$ cat config.mk
export PLATFORM = sky130hd
export DESIGN_NAME = float_normalizer_pipe
export DESIGN_NICKNAME = d
export VERILOG_FILES = /design/src/rtl/float_normalizer_pipe.sv
export SDC_FILE = /design/constraint.sdc
export NUM_CORES = 1
export LEC_CHECK = 0
export ABC_AREA = 1
export BUFFER_PORTS_ARGS = -buffer_cell sky130_fd_sc_hd__buf_4
export CORE_UTILIZATION = 57
export DETAILED_ROUTE_END_ITERATION = 10
export HOLD_SLACK_MARGIN = 0.02
export PLACE_DENSITY_LB_ADDON = 0.15
export SYNTH_ARGS = -nofsm -noshare
export SYNTH_HDL_FRONTEND = slang
export SYNTH_SLANG_ARGS = --single-unit
$ cat constraint.sdc
create_clock -name clk -period 3.7 [get_ports clk]
set_input_delay 0.555 -clock clk [delete_from_list [all_inputs] [get_ports clk]]
set_output_delay 0.555 -clock clk [all_outputs]
set_load 0.02 [all_outputs]
$ cat src/rtl/float_normalizer_pipe.sv
// Two-stage float normaliser with valid/ready flow control.
// Stage 1 forms the magnitude and leading-zero count. Stage 2 shifts the mantissa, adjusts the exponent and sets the flags.
module float_normalizer_pipe #(
  parameter int MANT_W  = 25,
  parameter int EXP_W   = 8,
  parameter int TWOS_IN = 0
) (
  input  logic              clk,
  input  logic              rst_n,
  input  logic              in_valid,
  output logic              in_ready,
  input  logic [MANT_W-1:0] in_mant,
  input  logic [EXP_W-1:0]  in_exp,
  input  logic              in_sign,
  output logic              out_valid,
  input  logic              out_ready,
  output logic [MANT_W-1:0] out_mant,
  output logic [EXP_W-1:0]  out_exp,
  output logic              out_sign,
  output logic              out_zero,
  output logic              out_uf,
  output logic              out_of,
  output logic              out_sticky
);

  localparam int LZ_W = $clog2(MANT_W);
  localparam logic [EXP_W:0] EXP_MAX = {1'b0, {EXP_W{1'b1}}};

  logic              s1_valid_reg;
  logic              s2_valid_reg;
  logic [MANT_W-1:0] s1_mag_reg;
  logic [EXP_W-1:0]  s1_exp_reg;
  logic              s1_sign_reg;
  logic [LZ_W-1:0]   s1_lz_reg;

  logic              s2_load;
  logic [MANT_W-1:0] mag_next;
  logic              sign_next;
  logic [LZ_W-1:0]   lz_next;

  // Stage 2 takes new data when it is empty or its result leaves this cycle.
  assign s2_load   = !s2_valid_reg || out_ready;
  assign in_ready  = rst_n && (!s1_valid_reg || s2_load);
  assign out_valid = s2_valid_reg;

  always_comb begin
    mag_next  = in_mant;
    sign_next = in_sign;
    if ((TWOS_IN != 0) && in_mant[MANT_W-1]) begin
      mag_next  = -in_mant;
      sign_next = ~in_sign;
    end
  end

  // Ascending scan, so the highest set bit below the carry position wins.
  always_comb begin
    lz_next = '0;
    for (int i = 0; i <= MANT_W - 2; i++) begin
      if (mag_next[i]) lz_next = LZ_W'(MANT_W - 2 - i);
    end
  end

  logic              carry;
  logic [EXP_W:0]    exp_inc;
  logic [EXP_W:0]    lz_ext;
  logic [MANT_W-1:0] mant_next;
  logic [EXP_W-1:0]  exp_next;
  logic              zero_next;
  logic              uf_next;
  logic              of_next;
  logic              sticky_next;

  assign carry   = s1_mag_reg[MANT_W-1];
  assign exp_inc = {1'b0, s1_exp_reg} + 1'b1;
  assign lz_ext  = (EXP_W + 1)'(s1_lz_reg);

  always_comb begin
    mant_next   = '0;
    exp_next    = '0;
    zero_next   = 1'b0;
    uf_next     = 1'b0;
    of_next     = 1'b0;
    sticky_next = 1'b0;
    if (s1_mag_reg == '0) begin
      zero_next = 1'b1;
    end else if (carry) begin
      if (exp_inc >= EXP_MAX) begin
        of_next  = 1'b1;
        exp_next = '1;
      end else begin
        mant_next   = s1_mag_reg >> 1;
        exp_next    = exp_inc[EXP_W-1:0];
        sticky_next = s1_mag_reg[0];
      end
    end else if ({1'b0, s1_exp_reg} <= lz_ext) begin
      // Denormals are not produced; the result flushes to zero.
      uf_next = 1'b1;
    end else begin
      mant_next = s1_mag_reg << s1_lz_reg;
      exp_next  = s1_exp_reg - lz_ext[EXP_W-1:0];
    end
  end

  always_ff @(posedge clk) begin
    if (in_valid && in_ready) begin
      s1_mag_reg  <= mag_next;
      s1_exp_reg  <= in_exp;
      s1_sign_reg <= sign_next;
      s1_lz_reg   <= lz_next;
    end
  end

  always_ff @(posedge clk) begin
    if (!rst_n) begin
      s1_valid_reg <= 1'b0;
      s2_valid_reg <= 1'b0;
      out_mant     <= '0;
      out_exp      <= '0;
      out_sign     <= 1'b0;
      out_zero     <= 1'b0;
      out_uf       <= 1'b0;
      out_of       <= 1'b0;
      out_sticky   <= 1'b0;
    end else begin
      if (in_ready) s1_valid_reg <= in_valid;
      if (s2_load) s2_valid_reg <= s1_valid_reg;
      if (s2_load && s1_valid_reg) begin
        out_mant   <= mant_next;
        out_exp    <= exp_next;
        out_sign   <= s1_sign_reg;
        out_zero   <= zero_next;
        out_uf     <= uf_next;
        out_of     <= of_next;
        out_sticky <= sticky_next;
      end
    end
  end

endmodule

==> results.sh <==
export IMPL_status="completed"
export IMPL_max_cap_violations=0
export IMPL_cts_resized_gates=0
export IMPL_num_rows=33
export IMPL_drive_gt1_share_pct=15.4
export IMPL_powerDensity_mw_per_mm2=341
export IMPL_synthArstFlopShare_pct=0
export IMPL_min_period_ns=2.94
export IMPL_area_growth_synth_to_final_pct=16.3
export IMPL_crit_path_frequent_cell="inv_1"
export IMPL_instances_no_fill=867
export IMPL_nets=803
export IMPL_crit_slowest_cell="edfxtp_1"
export IMPL_ir_drop_mv=0.249
export IMPL_hold_slack_ns=0.371
export IMPL_ys_seq_area_share_pct=40.0
export IMPL_postSynthCellCount=697
export IMPL_core_area_mm2=0.00830
export IMPL_worstSetupPathType="flop to flop"
export IMPL_crit_chain="inv_1, ha_1, inv_1, nor4_4, nand2_1, nand4_1, nand2_1, nor2_4, inv_1, o21ai_0, o2111ai_1, a21oi_1"
export IMPL_tns_ns=0
export IMPL_cts_clk_slew_worst_paths_ns=0.08
export IMPL_cts_made_buffers=9
export IMPL_clock_skew_ns=0.00986
export IMPL_crit_arrival_ns=3.22
export IMPL_num_vias=4835
export IMPL_grt_pass1_vias=4373
export IMPL_routed_via_density=5.58
export IMPL_final_common_cell="nand2_1"
export IMPL_cp_max_fo=14
export IMPL_slew_limit_headroom_pct=23.4
export IMPL_drcViolationCount=0
export IMPL_root_buffer="clkbuf_8"
export IMPL_hold_buffers=0
export IMPL_wire_per_inst_um=15.1
export IMPL_die_w_um=95.0
export IMPL_cts_htree_levels=3
export IMPL_crit_path_start="s1_lz_reg[4]$_SDFFCE_PP0P_"
export IMPL_required_ns=3.98
export IMPL_post_synth_cell_area_avg_um2=7.07
export IMPL_port_buffers=77
export IMPL_synth_cell_types=41
export IMPL_track_usage_pct=30.8
export IMPL_antenna_left=0
export IMPL_clockBufferDepth=2
export IMPL_post_place_ws_ns=0.811
export IMPL_rr_worst_depth=12
export IMPL_syn_nets=743
export IMPL_drv_slew=0
export IMPL_cts_tree="done"
export IMPL_start_kind="flop"
export IMPL_setup_viol=0
export IMPL_die_h_um=95.0
export IMPL_ys_ff_latch=79
export IMPL_max_clock_freq_mhz=340
export IMPL_initial_core_util_pct=59.4
export IMPL_drt_wl_total_mm=13.1
export IMPL_firstDrtPassIters=8
export IMPL_cp_end_kind="flop"
export IMPL_ios=78
export IMPL_final_cell_mix="186 x nand2_1, 94 x o21ai_0, 87 x buf_4"
export IMPL_yosys_warnings=0
export IMPL_detailed_place_hpwl_mm=10.1
export IMPL_rsz0062_at_grt="false"
export IMPL_hold_path_class="input port to flop"
export IMPL_hold_viol_final=0
export IMPL_gp_congestion=0.946
export IMPL_clk_latency_ns=0.36
export IMPL_clock_sinks=79
export IMPL_slowest_delay_ns=0.63
export IMPL_drtIter0Drc=394
export IMPL_r2r_start="s1_lz_reg[4]$_SDFFCE_PP0P_"
export IMPL_synthFlopType="dfxtp_1"
export IMPL_die_area_mm2=0.00902
export IMPL_post_cts_setup_buffers=0
export IMPL_dp_cells=851
export IMPL_n_antenna_cell=0
export IMPL_syn_area_mm2=0.00493
export IMPL_cp_endpoint="out_mant[0]$_SDFFE_PN0P_"
export IMPL_grt_pass1_wl_mm=21.1
export IMPL_worst_pin_slew_ns=1.15
export IMPL_period_share_pct=79.5
export IMPL_p_leak_nw=2.54
export IMPL_worstReg2RegEnd="out_mant[0]$_SDFFE_PN0P_"
export IMPL_r2r_slack_ns=0.76
export IMPL_grt_overflow=0
export IMPL_antenna_found_initial=0
export IMPL_worst_slack_ns=0.760
export IMPL_grt_max_degree=45
export IMPL_synth_edf_count=39
-- stage by stage --
| step | power, mW | util (%) | cell area [µm²] |
|---|---|---|---|
| 6_report | 1.96 | 69.0 | 5730 |
| 5_1_grt | 2.04 | 69.0 | 5730 |
| 4_1_cts | 1.95 | 69.0 | 5730 |
| 3_5_place_dp | 1.36 | 66.8 | 5550 |
| 3_3_place_gp | 1.36 | 66.8 | 5550 |
| 2_1_floorplan | 1.23 | - | 4930 |
-- critical path: cells and delay by family (launching register included) --
kind	cells	cell delay, ns
flops	1	0.63
compound gates	3	0.51
buf+inv	3	0.50
simple gates	5	0.85
fa+ha+maj	1	0.37
-- cell type report --
class,count,area [µm²]
fillers,729,2570
multi-input cells,497,2480
clock buffers,11,151
well taps,105,131
clock inverters,5,30.0
repair buffers,87,653
flip-flops and latches,79,1970
inverters,83,312
-- synthesized netlist by cell type (2+ instances only) --
cell type | count | area share, %
or2_2 | 2 | 0.25
a21oi_1 | 72 | 7.3
inv_2 | 4 | 0.30
buf_2 | 13 | 1.3
clkinv_1 | 2 | 0.15
nor2_1 | 38 | 2.9
nand4_1 | 8 | 1.0
o31ai_1 | 2 | 0.30
inv_1 | 77 | 5.9
mux2i_1 | 9 | 1.8
xor2_1 | 5 | 0.89
o21ai_1 | 6 | 0.61
dfxtp_1 | 40 | 16
nand3_1 | 27 | 2.7
o211ai_1 | 9 | 1.4
ha_1 | 7 | 1.8
o2111ai_1 | 3 | 0.53
edfxtp_1 | 39 | 24
nand3b_1 | 2 | 0.30
nand2_1 | 186 | 14
o21ai_0 | 94 | 9.5
clkbuf_1 | 22 | 1.7
nor4_1 | 7 | 0.89
nor3_1 | 5 | 0.51
xnor2_1 | 2 | 0.36
-- cell families after synthesis --
logic type	synth area share [%]
buffers and inverters	9.80
AOI/OAI and AO/OA	20.8
and+or+nand+nor	24.1
muxes	1.83
adders and majority gates	2.18
xor gates and xnor gates	1.24
DFF	40.0
-- metal layers --
layer	wire length (µm)	vias to the layer above	GRT usage (%)
met4	372	0	12.2
met3	979	29	4.75
met5	0	-	0
met2	5700	215	47.2
li1	-	2444	-
met1	6060	2147	43.4
-- how the worst min path moves through the flow --
stage / slack (ns) / from / cells after the start / to
final: 0.37 / in_exp[7] / 1 / s1_exp_reg[7]$_DFFE_PP_
after global routing: 0.36 / in_mant[24] / 1 / s1_mag_reg[24]$_DFFE_PP_
after CTS: 0.37 / in_exp[6] / 1 / s1_exp_reg[6]$_DFFE_PP_
after detailed placement: 0.46 / out_mant[11]$_SDFFE_PN0P_ / 2 / out_mant[11]$_SDFFE_PN0P_
after global placement: 0.45 / out_exp[4]$_SDFFE_PN0P_ / 2 / out_exp[4]$_SDFFE_PN0P_
after floorplan: 0.47 / s1_sign_reg$_DFFE_PP_ / 2 / out_sign$_SDFFE_PN0P_
-- report_power, final --
part | switching (mW) | internal (mW)
sequential | 0.0333 | 0.961
clock | 0.326 | 0.279
combinational | 0.222 | 0.135
total | 0.581 | 1.37
Power figures use the tool's default switching activity.
